--- config.mk ---
export PLATFORM = sky130hd
export DESIGN_NAME = wb_adder_array
export DESIGN_NICKNAME = d
export VERILOG_FILES = /design/src/rtl/wb_adder_array_pkg.sv /design/src/rtl/wb_adder_array_lane.sv /design/src/rtl/wb_adder_array.sv
export SDC_FILE = /design/constraint.sdc
export NUM_CORES = 1
export LEC_CHECK = 0
export BUFFER_PORTS_ARGS = -buffer_cell sky130_fd_sc_hd__buf_4
export CAP_MARGIN = 40
export CORE_ASPECT_RATIO = 0.8
export CORE_UTILIZATION = 57
export DETAILED_ROUTE_END_ITERATION = 16
export GPL_ROUTABILITY_DRIVEN = 0
export GPL_TIMING_DRIVEN = 0
export PLACE_DENSITY = 0.76
export SETUP_SLACK_MARGIN = 0.15
export SYNTH_ARGS = -nofsm -noshare
export SYNTH_HDL_FRONTEND = slang
export SYNTH_SLANG_ARGS = --single-unit
--- constraint.sdc ---
create_clock -name clk -period 5.15 [get_ports clk]
set_clock_uncertainty 0.2 [all_clocks]
set_input_delay 0.7725 -clock clk [delete_from_list [all_inputs] [get_ports clk]]
set_output_delay 0.7725 -clock clk [all_outputs]
set_load 0.03 [all_outputs]
--- src/rtl/wb_adder_array_pkg.sv ---
// Shared types and register-map constants for the wb_adder_array engine.
package wb_adder_array_pkg;

    typedef enum logic [1:0] {
        IDLE = 2'b00,
        RUN  = 2'b01,
        FIN  = 2'b10
    } state_e;

    typedef enum logic [1:0] {
        MODE_ADD     = 2'b00,
        MODE_SUB     = 2'b01,
        MODE_ACC     = 2'b10,
        MODE_ADD_ALT = 2'b11
    } mode_e;

    localparam int unsigned WINDOW_BYTES = 512;

    localparam logic [8:0] CTRL_OFS   = 9'h000;
    localparam logic [8:0] STATUS_OFS = 9'h004;
    localparam logic [8:0] OPA_BASE   = 9'h010;
    localparam logic [8:0] OPB_BASE   = 9'h014;
    localparam logic [8:0] RES_BASE   = 9'h100;
    localparam logic [8:0] CH_STRIDE  = 9'h008;
    localparam logic [8:0] RES_STRIDE = 9'h004;
    localparam int unsigned MAX_CH    = 16;

endpackage

--- src/rtl/wb_adder_array_lane.sv ---
// Single WIDTH-bit add/subtract lane; carry_o is the carry (add) or borrow (sub).
module adder_lane #(
    parameter int WIDTH = 16
) (
    input  logic [WIDTH-1:0] a_i,
    input  logic [WIDTH-1:0] b_i,
    input  logic             sub_i,
    output logic [WIDTH-1:0] sum_o,
    output logic             carry_o
);

    logic [WIDTH:0] full;

    always_comb begin
        if (sub_i) begin
            full = {1'b0, a_i} - {1'b0, b_i};
        end else begin
            full = {1'b0, a_i} + {1'b0, b_i};
        end
    end

    assign sum_o   = full[WIDTH-1:0];
    assign carry_o = full[WIDTH];

endmodule

--- src/rtl/wb_adder_array.sv ---
// Wishbone multi-channel add/sub/accumulate engine, one channel per cycle.
// Optional done interrupt and CTRL.IRQ_ENABLE bit via `WB_ADDER_ARRAY_IRQ_EN.
module wb_adder_array
    import wb_adder_array_pkg::*;
#(
    parameter logic [31:0] BASE_ADDRESS = 32'h3000_0000,
    parameter int          WIDTH        = 16,
    parameter int          NUM_CH       = 4
) (
    input  logic        clk,
    input  logic        reset,
    input  logic        i_wb_cyc,
    input  logic        i_wb_stb,
    input  logic        i_wb_we,
    input  logic [31:0] i_wb_addr,
    input  logic [31:0] i_wb_data,
    output logic        o_wb_ack,
    output logic        o_wb_stall,
    output logic [31:0] o_wb_data
`ifdef WB_ADDER_ARRAY_IRQ_EN
    ,
    output logic        o_irq
`endif
);

    localparam logic [4:0] NUM_CH_L = 5'(NUM_CH);
    localparam logic [3:0] LAST_CH  = 4'(NUM_CH - 1);

    state_e           state_q, state_d;
    mode_e            mode_q, mode_d;
    logic [3:0]       ch_q, ch_d;
    logic             done_q, done_d;
    logic             ovf_q, ovf_d;
    logic             irq_en_q, irq_en_d;
    logic             ack_q;
    logic [31:0]      rdata_q;
    logic [WIDTH-1:0] opa_q [NUM_CH];
    logic [WIDTH-1:0] opa_d [NUM_CH];
    logic [WIDTH-1:0] opb_q [NUM_CH];
    logic [WIDTH-1:0] opb_d [NUM_CH];
    logic [WIDTH-1:0] res_q [NUM_CH];
    logic [WIDTH-1:0] res_d [NUM_CH];

    logic [31:0] offset_full;
    logic [8:0]  offset, op_rel, res_rel;
    logic [3:0]  op_ch, res_ch;
    logic        in_window, aligned, is_ctrl, is_status, is_opa, is_opb, is_res;
    logic        busy, accept, wr_en, rd_en;
    logic [31:0] rdata;

    // Subtracting the base makes addresses below it wrap high, so one compare bounds the window.
    assign offset_full = i_wb_addr - BASE_ADDRESS;
    assign in_window   = offset_full < 32'(WINDOW_BYTES);
    assign offset      = offset_full[8:0];
    assign aligned     = offset[1:0] == 2'b00;
    assign op_rel      = offset - OPA_BASE;
    assign res_rel     = offset - RES_BASE;
    assign op_ch       = op_rel[6:3];
    assign res_ch      = res_rel[5:2];

    assign is_ctrl   = aligned && offset == CTRL_OFS;
    assign is_status = aligned && offset == STATUS_OFS;
    assign is_opa    = aligned && offset >= OPA_BASE && op_rel < 9'(MAX_CH) * CH_STRIDE
                       && !op_rel[2] && {1'b0, op_ch} < NUM_CH_L;
    assign is_opb    = aligned && offset >= OPA_BASE && op_rel < 9'(MAX_CH) * CH_STRIDE
                       && op_rel[2] && {1'b0, op_ch} < NUM_CH_L;
    assign is_res    = aligned && offset >= RES_BASE && res_rel < 9'(MAX_CH) * RES_STRIDE
                       && {1'b0, res_ch} < NUM_CH_L;

    assign busy       = state_q != IDLE;
    assign o_wb_stall = busy && i_wb_cyc && i_wb_stb && i_wb_we && in_window
                        && (is_ctrl || is_opa || is_opb);
    assign accept     = i_wb_cyc && i_wb_stb && in_window && !o_wb_stall;
    assign wr_en      = accept && i_wb_we;
    assign rd_en      = accept && !i_wb_we;

    logic [WIDTH-1:0] cur_opa, cur_opb, cur_res, lane_a, lane_b, lane_sum;
    logic             lane_carry;

    always_comb begin
        cur_opa = '0;
        cur_opb = '0;
        cur_res = '0;
        for (int c = 0; c < NUM_CH; c++) begin
            if (ch_q == 4'(c)) begin
                cur_opa = opa_q[c];
                cur_opb = opb_q[c];
                cur_res = res_q[c];
            end
        end
        lane_a = (mode_q == MODE_ACC) ? cur_res : cur_opa;
        lane_b = (mode_q == MODE_ACC) ? cur_opa : cur_opb;
    end

    adder_lane #(.WIDTH(WIDTH)) u_lane (
        .a_i     (lane_a),
        .b_i     (lane_b),
        .sub_i   (mode_q == MODE_SUB),
        .sum_o   (lane_sum),
        .carry_o (lane_carry)
    );

    // Bus writes are applied before the FSM so FIN/RUN status sets win over a same-cycle W1C.
    always_comb begin
        state_d  = state_q;
        mode_d   = mode_q;
        ch_d     = ch_q;
        done_d   = done_q;
        ovf_d    = ovf_q;
        irq_en_d = irq_en_q;
        opa_d    = opa_q;
        opb_d    = opb_q;
        res_d    = res_q;

        if (wr_en) begin
            if (is_ctrl) begin
                mode_d = mode_e'(i_wb_data[2:1]);
`ifdef WB_ADDER_ARRAY_IRQ_EN
                irq_en_d = i_wb_data[3];
`endif
            end
            if (is_status) begin
                if (i_wb_data[1]) done_d = 1'b0;
                if (i_wb_data[2]) ovf_d  = 1'b0;
            end
            for (int c = 0; c < NUM_CH; c++) begin
                if (is_opa && op_ch == 4'(c)) opa_d[c] = i_wb_data[WIDTH-1:0];
                if (is_opb && op_ch == 4'(c)) opb_d[c] = i_wb_data[WIDTH-1:0];
            end
        end

        case (state_q)
            IDLE: begin
                if (wr_en && is_ctrl && i_wb_data[0]) begin
                    state_d = RUN;
                    ch_d    = 4'd0;
                    done_d  = 1'b0;
                end
            end
            RUN: begin
                for (int c = 0; c < NUM_CH; c++) begin
                    if (ch_q == 4'(c)) res_d[c] = lane_sum;
                end
                if (lane_carry) ovf_d = 1'b1;
                if (ch_q == LAST_CH) begin
                    state_d = FIN;
                end else begin
                    ch_d = ch_q + 4'd1;
                end
            end
            FIN: begin
                done_d  = 1'b1;
                state_d = IDLE;
            end
            default: state_d = IDLE;
        endcase
    end

    always_comb begin
        rdata = '0;
        if (is_ctrl) rdata = {28'd0, irq_en_q, mode_q, busy};
        if (is_status) rdata = {29'd0, ovf_q, done_q, busy};
        for (int c = 0; c < NUM_CH; c++) begin
            if (is_opa && op_ch == 4'(c)) rdata[WIDTH-1:0] = opa_q[c];
            if (is_opb && op_ch == 4'(c)) rdata[WIDTH-1:0] = opb_q[c];
            if (is_res && res_ch == 4'(c)) rdata[WIDTH-1:0] = res_q[c];
        end
    end

    always_ff @(posedge clk) begin
        if (reset) begin
            state_q  <= IDLE;
            mode_q   <= MODE_ADD;
            ch_q     <= 4'd0;
            done_q   <= 1'b0;
            ovf_q    <= 1'b0;
            irq_en_q <= 1'b0;
            ack_q    <= 1'b0;
            rdata_q  <= '0;
            for (int c = 0; c < NUM_CH; c++) begin
                opa_q[c] <= '0;
                opb_q[c] <= '0;
                res_q[c] <= '0;
            end
        end else begin
            state_q  <= state_d;
            mode_q   <= mode_d;
            ch_q     <= ch_d;
            done_q   <= done_d;
            ovf_q    <= ovf_d;
            irq_en_q <= irq_en_d;
            ack_q    <= accept;
            rdata_q  <= rd_en ? rdata : 32'd0;
            opa_q    <= opa_d;
            opb_q    <= opb_d;
            res_q    <= res_d;
        end
    end

    assign o_wb_ack  = ack_q;
    assign o_wb_data = rdata_q;

`ifdef WB_ADDER_ARRAY_IRQ_EN
    logic irq_q;

    always_ff @(posedge clk) begin
        if (reset) begin
            irq_q <= 1'b0;
        end else begin
            irq_q <= done_d && irq_en_d;
        end
    end

    assign o_irq = irq_q;
`endif

endmodule

== After elaboration in Yosys (flattened, before gate mapping) ==
Cells that the tools add are included.

* Bits of input ports: 69
* Flip-flop bits (word level): 235
* Word-level logic and storage cells: 161

* Equal/unequal tests: 17
* Mux-type cells: 45
* Bitwise operators: 1
* $lt $le $gt $ge: 7
* $add $sub $neg: 6
* Reductions and logical operators: 65

{| class="wikitable"
|+ Operators with widths
! kind !! count
|-
| $mux 16 || 27
|-
| $logic_and 1x1->1 || 35
|-
| $lt 32x10->1 const B || 1
|-
| $sub 32x30->32 const B || 1
|-
| $reduce_and 2->1 || 14
|-
| $eq 4x2->1 const B || 6
|-
| $add 16x16->17 || 1
|-
| $mux 17 || 1
|-
| $sub 16x16->17 || 1
|-
| $eq 4x1->1 const B || 3
|-
| $logic_not 4->1 || 3
|-
| $eq 9x3->1 const B || 1
|-
| $ge 9x5->1 const B || 1
|-
| $ge 9x9->1 const B || 1
|-
| $logic_not 9->1 || 1
|-
| $lt 9x7->1 const B || 1
|-
| $lt 9x8->1 const B || 1
|-
| $mux 1 || 9
|-
| $sub 9x5->9 const B || 1
|-
| $sub 9x9->9 const B || 1
|-
| $lt 4x3->1 const B || 2
|-
| $mux 4 || 2
|-
| $pmux 4 s2 || 1
|-
| $ne 2x2->1 const B || 3
|-
| other kinds (15) || 23
|}

== Logic depth before layout (Yosys ltp) ==
* Word-level depth: 19
* Mapped depth: 24
* Gate-level depth less buffers: 20

== Hierarchy ==
Synthesis repeated with hierarchy kept, for this count alone.

* Cell total of the unflattened synthesis: 1656
* Area total of the unflattened synthesis: 12592.1 um^2

{| class="wikitable"
|+ Modules (own cells, without submodules)
! module !! cells an instance !! area an instance (um^2) !! instances !! seq. area each (um^2)
|-
| wb_adder_array || 1496 || 11413.4 || 1 || 4384.2
|-
| adder_lane || 160 || 1178.6 || 1 || 0.0
|}

== Worst setup path before layout ==
OpenSTA, ideal clock, no wires.

* Path type: register to register
* Start point: register ch_q[0]
* End point: register res_q[62] (netlist name)
* Data required time: 4818 ps
* Arrival: 4351 ps
* Path buffers: 5
* Setup time: 132 ps
* Clock period less this slack: 4683 ps
* Slack: 467 ps
* Stages on the path, launching flop included: 24
* Path through: dfxtp_1 > inv_1 > ha_1 > clkbuf_1 > buf_4 > buf_4 > buf_4 > nand2_1 > nor2_1 > clkbuf_1 > a221oi_1 > nor3_1 > nor2_1 > ha_1 > inv_1 > fa_1 > a211oi_1 > o21ai_0 > and3_1 > o41a_1 > o21a_1 > or3_1 > nand3_1 > a21oi_1

* Longest elaborated chain between the ends: 8
* Elaborated cells between the ends (all ways): 22

{| class="wikitable"
|+ RTL lines
! element !! RTL line !! RTL
|-
| from (decl) || wb_adder_array.sv:31 || <nowiki>logic [3:0] ch_q, ch_d;</nowiki>
|-
| from (signal assigned) || wb_adder_array.sv:188 || <nowiki>ch_q <= ch_d;</nowiki>
|-
| $logic_not 4->1 || wb_adder_array.sv:85, wb_adder_array.sv:142 ||
|-
| $mux 16 (4 in series) || wb_adder_array.sv:85 || <nowiki>if (ch_q == 4'(c)) begin</nowiki>
|-
| $mux 16 (on tied branches) || wb_adder_array.sv:91, wb_adder_array.sv:92 ||
|-
| $add 16x16->17 or $sub 16x16->17 (tied branches) || wb_adder_array_lane.sv:18, wb_adder_array_lane.sv:16 ||
|-
| $mux 17 || wb_adder_array_lane.sv:15 || <nowiki>if (sub_i) begin</nowiki>
|-
| to (signal assigned) || wb_adder_array.sv:196 || <nowiki>res_q <= res_d;</nowiki>
|-
| to (decl) || wb_adder_array.sv:41 || <nowiki>logic [WIDTH-1:0] res_q [NUM_CH];</nowiki>
|}

Parallel ways exist; a longest one is shown, timed or not.
A chain may end at the register's enable or synchronous reset.

== Final worst setup path ==
* Start point: register ch_q[0]
* End point: register res_q[47] (netlist name)

* Longest elaborated chain between the ends: 8
* Elaborated cells between the ends (all ways): 22

{| class="wikitable"
|+ RTL lines
! element !! RTL line
|-
| $logic_not 4->1 || wb_adder_array.sv:85
|-
| $mux 16 (4 in series) || wb_adder_array.sv:85
|-
| $mux 16 (on tied branches) || wb_adder_array.sv:91, wb_adder_array.sv:92
|-
| $add 16x16->17 or $sub 16x16->17 (tied branches) || wb_adder_array_lane.sv:18, wb_adder_array_lane.sv:16
|-
| $mux 17 || wb_adder_array_lane.sv:15
|}

Parallel ways exist; a longest one is shown, timed or not.

==> impl_summary.txt <==
----------------------------------------------------
[Clock tree]
  Clock-pin slew of the registers on the worst-case setup and hold paths ... around 0.06 ns
  Clock latency reported for the late side of the worst-skew pair ... between 0.5 and 0.6 ns
  H-tree lvl count ... 1
  Clock Sink Count ... roughly 220
  Maximum root-to-sink buffer count ... 3
  Number of hold buffers added after cts ... 0
  Clock buffers created by TritonCTS ... 23
  CTS root buffer ... sky130_fd_sc_hd__clkbuf_16
  CTS tree ... built

[STA]
  Max-slew headroom ... approximately a third
  RSZ-0062 raised after global routing ... false
  Count of pins over their slew limit ... 0
  Number of endpoints with negative hold slack in the final report ... 0
  Final min period ... 4.98 ns
  Number of setup violations in the final report ... 0
  Period utilisation layout ... between 90 and 100%
  Sum of negative setup slack ... 0 ns
  WHS ... between 0.2 and 0.3 ns
  Maximum operating frequency ... about 200 MHz
  Slew at the pin closest to its max-slew limit ... around 1.0 ns

[Placement]
  Number of port buffers ... between 50 and 60
  Area after DPL ... 0.0134 mm²
  Post-detailed-placement half-perimeter wirelength ... roughly 38000 µm
  Count of placed standard cells including taps ... about 2100

[Worst setup path]
  Data required time of the critical path ... roughly 5.4 ns
  Type of the worst setup path ... reg -> reg
  Delay of the slowest cell on the worst path ... between 0.5 and 0.6 ns
  Critical Path, Cell by Cell ... inv_4 -> ha_4 -> buf_8 -> clkbuf_4 -> buf_4 -> nand2_1 -> buf_2 -> nor2_1 -> o32ai_1 -> ha_1 -> nor2b_1 -> o31a_1 -> nor4_2 -> o211a_1 -> o31a_1 -> mux2i_2 -> o21ai_0 -> a21oi_1
  Endpoint class of the critical path ... register
  Slowest library cell on the worst path ... sky130_fd_sc_hd__o32ai_1
  Maximum fanout encountered on the critical timing path ... 10
  Crit path buf inv count ... 5
  Cell family contributing the most delay on the critical path ... compound AO/OA/AOI/OAI gates
  Dominant cell type by count on the critical path ... sky130_fd_sc_hd__o31a_1
  Arrival time worst endpoint ... 5.24 ns
  Setup crit start kind ... register

[Route]
  First drt pass iteration count ... 7
  DR WL/cell ... 24.6 µm
  Total number of vias ... 14614
  First DRT Iteration DRCs ... 2999
  Remaining antenna violation count after routing ... 0
  Number of remaining DRC errors ... 0
  Average vias per placed instance ... roughly 6.9
  Final routed wirelength across all metal layers ... between 50000 and 60000 µm

[Synthesis]
  Total of flip-flops plus latches after synthesis ... around 220
  Count of unique library cells instantiated by Yosys ... 73
  Count of mapped cells out of synthesis ... 1716
  Synthesis warning total ... 0
  Synth Area per Inst ... between 7 and 8 µm²
  Commonest register cell after synthesis ... sky130_fd_sc_hd__dfxtp_1
  Total standard cell area after synthesis ... ~0.013 mm²
  EDFF count, synth ... 0
  Share of synthesized area occupied by flip-flops and latches ... between 30% and 40%
  Share of flip-flops with an asynchronous set or reset after synthesis ... 0%

[Final layout]
  Multi-input logic area ... between 0.007 and 0.008 mm²
  Share of the core filled with cells ... about two thirds
  Fraction of layout cells with a size suffix above 1 ... 13.8%
  Number of inserted diodes ... 0
  Net count, final ... 1919
  Area of all placed cells without fillers ... approximately 0.015 mm²
  Fill count ... around 1800
  Post-synthesis to final-layout area growth ... 16.6%
  Number of standard cells in the final layout excluding fillers ... between 2000 and 2500
  Footprint of the flip-flops and latches ... between 0.004 and 0.005 mm²

[Power]
  Leakage power ... roughly 5.0 nW
  Power per unit of standard cell area ... 241 mW/mm²
  VDD IR max ... approximately 0.22 mV

[Floorplanning]
  Die Footprint ... about 0.023 mm²
  Width of the die ... around 170 µm
  Placeable Area ... around 0.022 mm²
  Starting density of the core ... between 50% and 60%
  IO Count ... just over 100
  Total number of placement rows ... 48
  Die Height ... between 100 and 150 µm

[Min path]
  Worst Hold Class ... reg -> reg

[Global routing]
  Global-route wire length before repair ... 75900 µm
  Via count of the first global-routing pass ... around 13000
  Total overflow reported by the global router ... 0
  Overall global routing resource usage ... 44.5%
  Pin count of the biggest net entering global routing ... 14
  Initial antenna violation count ... 0

[Status]
  Run status ... finished clean

[Job]
  Number of violations of the max-capacitance limit ... 0

----------------------------------------------------
worst paths after layout:
kind / from / slack (ns) / depth (start not counted) / end
max: ch_q[0]$_SDFFE_PP0P_ / 0.17 / 18 / res_q[47]$_SDFFE_PP0P_
min: opa_q[16]$_SDFFE_PP0P_ / 0.26 / 2 / opa_q[16]$_SDFFE_PP0P_
max reg2reg: ch_q[0]$_SDFFE_PP0P_ / 0.17 / 18 / res_q[47]$_SDFFE_PP0P_
min reg2reg: opa_q[16]$_SDFFE_PP0P_ / 0.26 / 2 / opa_q[16]$_SDFFE_PP0P_
per-layer routing:
| layer | vias up | GRT usage, % | share of wire, % |
|---|---|---|---|
| met4 | 2 | 25.7 | 7.6 |
| li1 | 6293 | - | - |
| met5 | - | 2.83 | 0.15 |
| met2 | 1364 | 62.3 | 38 |
| met3 | 314 | 15.9 | 17 |
| met1 | 6641 | 58.8 | 37 |
area by class of cell:
class                   instances  share of cell area (%)
flip-flops and latches        219                    30.0
inverters                      28                   0.734
well taps                     275                    2.35
clock buffers                  31                    4.47
plain buffers                 157                    6.06
clock inverters                 8                   0.521
multi-input cells            1327                    52.3
repair buffers                 70                    3.61
repair_timing:
| item | CTS | global route |
|---|---|---|
| setup endpoints to repair | 49 | 32 |
| gates resized for setup | 63 | 77 |
| buffers inserted | 8 | 3 |
| pin swaps | 10 | 20 |
cell families (layout without fill, tap and decap cells):
| group | count (synthesis) | count (layout) | share of synthesized area (%) |
|---|---|---|---|
| AO/OA/AOI/OAI | 509 | 509 | 26.2 |
| adder cells (fa/ha/maj) | 24 | 24 | 2.45 |
| flip-flops | 219 | 219 | 34.9 |
| AND/OR/NAND/NOR | 713 | 713 | 24.9 |
| other | 1 | 16 | 0.0298 |
| buffers and inverters | 185 | 294 | 6.63 |
| XOR/XNOR | 23 | 23 | 1.60 |
| multiplexers | 42 | 42 | 3.38 |
synthesized netlist by cell type (all sizes together) (28+ instances only):
cell / number / area share [%]
mux2i: 38 / 3.0
inv: 28 / 0.84
nor2: 144 / 4.3
o21ai: 57 / 2.3
dfxtp: 219 / 35
buf: 74 / 3.3
nand2: 390 / 12
clkbuf: 83 / 2.5
a221oi: 40 / 2.8
a21oi: 223 / 8.9
nand3: 39 / 1.6
flip-flops by register name (all words and copies together) (netlist names):
| signal | cells |
|---|---|
| ch_q | 4 |
| done_q | 1 |
| mode_q | 2 |
| o_wb_ack | 1 |
| o_wb_data | 16 |
| opa_q | 64 |
| opb_q | 64 |
| ovf_q | 1 |
| res_q | 64 |
| state_q | 2 |
report_power, final:
group	internal (W)	total, W	switching, W
Clock	0.000941	0.00166	0.000717
Sequential	0.00169	0.00169	0.000000000000148
Combinational	0.0000485	0.000178	0.000129
Total	0.00268	0.00353	0.000846
placed cells by master, fill, tap and decap left out, drive strengths merged, types with 27 or more instances in the layout:
| cell | count |
|---|---|
| inv | 29 |
| o21ai | 57 |
| nor2 | 144 |
| clkbuf | 116 |
| nor3 | 27 |
| buf | 141 |
| nand2 | 390 |
| mux2i | 38 |
| a21oi | 223 |
| a211oi | 27 |
| a221oi | 40 |
| nand3 | 39 |
| dfxtp | 219 |
tightest hold or removal path, delay by kind of cell, from the launching register on:
kind | cells | cell delay [ns]
and+or+nand+nor | 1 | 0.05
AOI/OAI and AO/OA | 1 | 0.05
DFF | 1 | 0.31
metrics by stage:
stage | worst slack [ns] | total power (W)
after floorplan | 0.467 | 0.00183
after global placement | -0.976 | 0.00190
after CTS | 0.150 | 0.00351
final | 0.165 | 0.00353
after detailed placement | -1.07 | 0.00190
after global routing | 0.0429 | 0.00359
Power figures use the tool's default switching activity.
